--- src/rtl/if_id_pipeline_reg_pkg.sv ---
// Shared IF/ID pipeline definitions: FSM encodings, NOP word and register-field positions.
// Imported by the IF/ID register and its helpers; no logic of its own.
package if_id_pipeline_reg_pkg;

   typedef enum logic [1:0] {
      ST_RUN   = 2'd0,
      ST_STALL = 2'd1,
      ST_FLUSH = 2'd2
   } if_id_state_e;

   localparam int DEF_ADDR_BITS  = 5;
   localparam int DEF_DATA_WIDTH = 32;

   // sll $0,$0,0 encodes as all zeros
   localparam logic [31:0] NOP_INSTR = 32'h0;

   localparam int RS_MSB = 25;
   localparam int RS_LSB = 21;
   localparam int RT_MSB = 20;
   localparam int RT_LSB = 16;

endpackage

--- src/rtl/if_id_pipeline_reg_sat_counter.sv ---
// Saturating up-counter with synchronous clear; clear beats increment.
// Count updates one cycle after inc/clr; holds at MAX_VAL, no backpressure.
module sat_counter #(
   parameter int                 WIDTH   = 16,
   parameter logic [WIDTH-1:0]   MAX_VAL = '1
) (
   input  logic             clk,
   input  logic             reset_n,
   input  logic             clr,
   input  logic             inc,
   output logic [WIDTH-1:0] count
);

   always_ff @(posedge clk or negedge reset_n) begin
      if (!reset_n) begin
         count <= '0;
      end else if (clr) begin
         count <= '0;
      end else if (inc && (count != MAX_VAL)) begin
         count <= count + 1'b1;
      end
   end

endmodule

--- src/rtl/if_id_pipeline_reg.sv ---
// IF/ID register: 1-cycle fetch-to-decode latch, holds on load-use stall, NOP on flush.
// Stall gates pc_write_en combinationally in the same cycle; enable=0 freezes everything.
module if_id_pipeline_reg
   import if_id_pipeline_reg_pkg::*;
#(
   parameter int ADDR_BITS  = DEF_ADDR_BITS,
   parameter int DATA_WIDTH = DEF_DATA_WIDTH,
   parameter int CNT_WIDTH  = 16,
   parameter int MAX_STALL  = 4
) (
   input  logic                  clk,
   input  logic                  reset_n,
   input  logic                  enable,
   input  logic                  stall_flag,
   input  logic                  flush_flag,
   input  logic                  clear_stats,
   input  logic [DATA_WIDTH-1:0] pc_plus4_in,
   input  logic [DATA_WIDTH-1:0] instr_in,
   output logic                  pc_write_en,
   output logic [DATA_WIDTH-1:0] pc_plus4_out,
   output logic [DATA_WIDTH-1:0] instr_out,
   output logic                  valid_out,
   output logic [ADDR_BITS-1:0]  rs_out,
   output logic [ADDR_BITS-1:0]  rt_out,
   output logic [1:0]            state_o,
   output logic [CNT_WIDTH-1:0]  stall_count,
   output logic                  stall_timeout
);

   localparam int RUN_W = $clog2(MAX_STALL + 1);

   if_id_state_e     state_q, state_d;
   logic             stall_eff;
   logic             stall_inc;
   logic             run_clr;
   logic             timeout_hit;
   logic [RUN_W-1:0] stall_run;

   // A flush in the same cycle cancels the stall entirely
   assign stall_eff   = stall_flag & ~flush_flag;
   assign stall_inc   = enable & stall_eff;
   assign run_clr     = enable & ~stall_eff;
   assign pc_write_en = enable & ~stall_eff;

   always_ff @(posedge clk or negedge reset_n) begin
      if (!reset_n) begin
         state_q <= ST_RUN;
      end else begin
         state_q <= state_d;
      end
   end

   always_comb begin
      state_d = state_q;
      if (enable) begin
         if (flush_flag) begin
            state_d = ST_FLUSH;
         end else if (stall_flag) begin
            state_d = ST_STALL;
         end else begin
            state_d = ST_RUN;
         end
      end
   end

   always_ff @(posedge clk or negedge reset_n) begin
      if (!reset_n) begin
         instr_out    <= DATA_WIDTH'(NOP_INSTR);
         pc_plus4_out <= '0;
         valid_out    <= 1'b0;
      end else if (enable) begin
         if (flush_flag) begin
            instr_out    <= DATA_WIDTH'(NOP_INSTR);
            pc_plus4_out <= '0;
            valid_out    <= 1'b0;
         end else if (!stall_flag) begin
            instr_out    <= instr_in;
            pc_plus4_out <= pc_plus4_in;
            valid_out    <= 1'b1;
         end
      end
   end

   assign rs_out  = ADDR_BITS'(instr_out[RS_MSB:RS_LSB]);
   assign rt_out  = ADDR_BITS'(instr_out[RT_MSB:RT_LSB]);
   assign state_o = state_q;

   sat_counter #(
      .WIDTH   (RUN_W),
      .MAX_VAL (RUN_W'(MAX_STALL))
   ) u_stall_run (
      .clk     (clk),
      .reset_n (reset_n),
      .clr     (run_clr),
      .inc     (stall_inc),
      .count   (stall_run)
   );

   sat_counter #(
      .WIDTH   (CNT_WIDTH),
      .MAX_VAL ('1)
   ) u_stall_count (
      .clk     (clk),
      .reset_n (reset_n),
      .clr     (clear_stats),
      .inc     (stall_inc),
      .count   (stall_count)
   );

   // Fires on the edge that takes stall_run up to MAX_STALL
   assign timeout_hit = stall_inc && (stall_run == RUN_W'(MAX_STALL - 1));

   always_ff @(posedge clk or negedge reset_n) begin
      if (!reset_n) begin
         stall_timeout <= 1'b0;
      end else if (clear_stats) begin
         stall_timeout <= 1'b0;
      end else if (timeout_hit) begin
         stall_timeout <= 1'b1;
      end
   end

endmodule

--- config.mk ---
export PLATFORM = sky130hd
export DESIGN_NAME = if_id_pipeline_reg
export DESIGN_NICKNAME = d
export VERILOG_FILES = /design/src/rtl/if_id_pipeline_reg_pkg.sv /design/src/rtl/if_id_pipeline_reg_sat_counter.sv /design/src/rtl/if_id_pipeline_reg.sv
export SDC_FILE = /design/constraint.sdc
export NUM_CORES = 1
export LEC_CHECK = 0
export ABC_AREA = 1
export CORE_MARGIN = 2
export CORE_UTILIZATION = 35
export DETAILED_ROUTE_END_ITERATION = 6
export PLACE_DENSITY = 0.71
export SYNTH_ARGS = -nofsm -noshare
export SYNTH_HDL_FRONTEND = slang
export SYNTH_SLANG_ARGS = --single-unit
--- constraint.sdc ---
create_clock -name clk -period 1.44 [get_ports clk]
set_input_delay 0.216 -clock clk [delete_from_list [all_inputs] [get_ports clk]]
set_output_delay 0.216 -clock clk [all_outputs]
set_load 0.02 [all_outputs]
==> run summary <==
run status - completed
clock share of power - 0.325
worst hold path type - in -> async
# rows - 37
total CTS buffers - 9
WL final - 10500 um
Final Net Count - 598
crit end category - flip-flop
Core Box Area - 0.0104 mm^2
Slew HR - 0.673
clock sinks - 87
switch share - 0.290
H-tree depth - 3
vias in the first global route - 3436
type of element launching the critical path - flip-flop
commonest non-fill, non-tap cell in the layout - dlygate4sd2_1
final setup skew - 0.00359 ns
Clock transition at path regs - 0.09 ns
clk_lat worst skew - 0.35 ns
n_diodes - 0
DR pass1 iterations - 5
sequential-to-total area share from yosys stat - 0.580
CP Class - reg -> reg
Yosys warnings - 0
post-detail-place hpwl - 7400 um
Least-Margin Pin Slew - 0.490 ns
Final Hold Vio Count - 0
DIE AREA - 0.0116 mm^2
DP Area - 0.00573 mm^2
Max FO, Critical Path - 6
Internal - 3950 uW
crit-path cells - ha_4 -> nand2_4 -> nor2_4 -> nand2_4 -> nor2_4 -> o21ai_4 -> buf_6 -> nand3_2 -> nand2_1
routability cong. - 0.832
worst slack, placed - -0.332 ns
first-pass GRT wire length - 16600 um
via/cell ratio - 5.17
static leakage - 0.00294 uW
Synth Net Count - 416
pwr dens - 939 mW/mm^2
commonest cells after routing, fill and taps aside - dlygate4sd2_1 (91), dfrtp_1 (79), clkdlybuf4s50_1 (68)
Final Cell Area - 0.00592 mm^2
RSZ-0062 raised after global routing - yes
P_sw - 1610 uW
total gr overflow - 0
distinct cell type count after synthesis - 27
critical path depth - 9
Tmin final - 1.43 ns
Final Max Slew Viols - 0
maxcap violations - 0
via count - 3441
reg2reg end - u_stall_count.count[12]
Crit Reg-Reg Startpoint - u_stall_count.count[1]
Largest stage delay, worst path - 0.40 ns
Flop pwr share - 0.482
Mapped Cells - 342
initial antenna violation count - 0
DRC - 0
CTS tree - done
fin worst setup slack - 0.0141 ns
Worst Path Required - 1.69 ns
clock root cell - clkbuf_8
Crit path buffers/inverters - 1
crit path DAT - 1.67 ns
Slowest-stage cell, CP - dfrtp_2
antenna-violating nets left - 0
die height - 108 um
count of buffers from port buffering - 164
GRT Total Usage - 0.180
Cell Area, Synth - 0.00375 mm^2
fill count - 950
layout cells sized above 1 - 0.178
Final Util - 0.571
worst vdd ir - 0.000656 V
crit path to - u_stall_count.count[12]
Worst Setup SP - u_stall_count.count[1]
cells on worst reg2reg path - 9
final setup vio count - 0
area grow syn2layout - 57.8%
combinational group share of total power - 0.193
mean area per synthesized cell - 11.0 um^2
Starting Density - 0.362
pin count of the biggest net entering global routing - 88
Iter 0 DRT Violations - 126
reg-to-reg setup timing slack - 0.01 ns
Design Power - 5560 uW
delay-heaviest family, CP - simple AND/OR/NAND/NOR gates
die width - 108 um
deepest clock path buffer count - 2
register bit total from synthesis - 87
Final period util - 0.990
WL/cell - 15.8 um
I/O pin total - 165
fmax - 701 MHz
## synth_stat cells
cell       n  area [um^2]
a21oi_1    7         35.0
a32o_1    64          641
buf_1      1         3.75
buf_2      9         45.0
buf_4     10         75.1
buf_6      1         11.3
clkbuf_1  11         41.3
clkinv_1   1         3.75
dfrtp_1   87         2180
ha_1       4         50.1
inv_1     15         56.3
inv_2      4         15.0
inv_4      1         6.26
nand2_1   61          229
nand2_2    1         6.26
nand3_1   21          105
nand4_1    8         50.1
nor2_1    19         71.3
nor2_2     2         12.5
nor2_4     2         22.5
nor3_1     1         5.00
o211ai_1   1         7.51
o21ai_0    1         5.00
o21ai_1    4         20.0
o21ai_4    1         16.3
o22ai_1    1         6.26
xor2_1     4         35.0
## tightest hold or removal path: stages
cell and delay (ns):
dlygate4sd3_1 0.52, buf_4 0.11, buf_12 0.34
## layer usage
layer  wire (um)  vias to the layer above  track usage
li1            -                     1607            -
met1        4170                     1693        0.213
met2        5420                      124        0.315
met3         735                       17       0.0605
met4         167                        0       0.0458
met5           0                        -            0
## repair_timing
action | CTS | global route
setup endpoints to repair | 100 | 19
hold buffers | 1 | 0
pin swaps | 0 | 5
endpoints found under the hold margin | 87 | 0
resized for setup | 101 | 29
cloned | 0 | 0
setup buffers | 1 | 2
## worst min path at each step
stage / cells past startpoint / start / endpoint
floorplan: 0 / reset_n / instr_out[0]
global placement: 2 / reset_n / u_stall_count.count[3]
detailed placement: 2 / reset_n / u_stall_count.count[2]
CTS: 3 / reset_n / pc_plus4_out[0]
global route: 2 / pc_plus4_in[23] / pc_plus4_out[23]
finish: 3 / reset_n / u_stall_count.count[2]
## cells by family (layout without fill, tap and decap cells)
| logic type | count (synthesis) | count (layout) | synth area share |
|---|---|---|---|
| simple gates | 115 | 115 | 0.134 |
| flops | 87 | 87 | 0.580 |
| compound gates | 79 | 79 | 0.195 |
| buf+inv | 53 | 240 | 0.0687 |
| fa+ha+maj | 4 | 4 | 0.0133 |
| xor+xnor | 4 | 4 | 0.00934 |
## area by class of cell
cell class	instances	area, um^2	share of cell area
well taps	136	170	0.0287
multi-input cells	202	1410	0.238
clock buffers	9	124	0.0209
inverters	21	81.3	0.0137
clock inverters	7	86.3	0.0146
repair buffers	203	1860	0.315
flip-flops and latches	87	2190	0.369
## flip-flops by register name, indices dropped and copies added, names as in the netlist
register,count
instr_out,32
stall_timeout,1
u_stall_count.count,16
pc_plus4_out,32
state_o,2
u_stall_run.count,3
valid_out,1
## power by group through the flow
stage	registers [uW]	clock network [uW]	logic, uW
floorplan	2910	0	324
global placement	2730	0	1180
detailed placement	2740	0	1200
CTS	2680	1880	1080
global route	2700	1980	1150
finish	2680	1810	1070
## metrics by stage
| step | hold WS, ns | setup TNS, ns | std cells |
|---|---|---|---|
| floorplan | -0.0796 | -1.17 | 342 |
| global placement | 0.290 | -14.88 | 646 |
| detailed placement | 0.292 | -16.27 | 646 |
| CTS | 0.446 | 0 | 664 |
| global route | 0.463 | -0.354 | 665 |
| finish | 0.412 | 0 | 665 |
No activity file was read; power rests on OpenSTA's default activity.
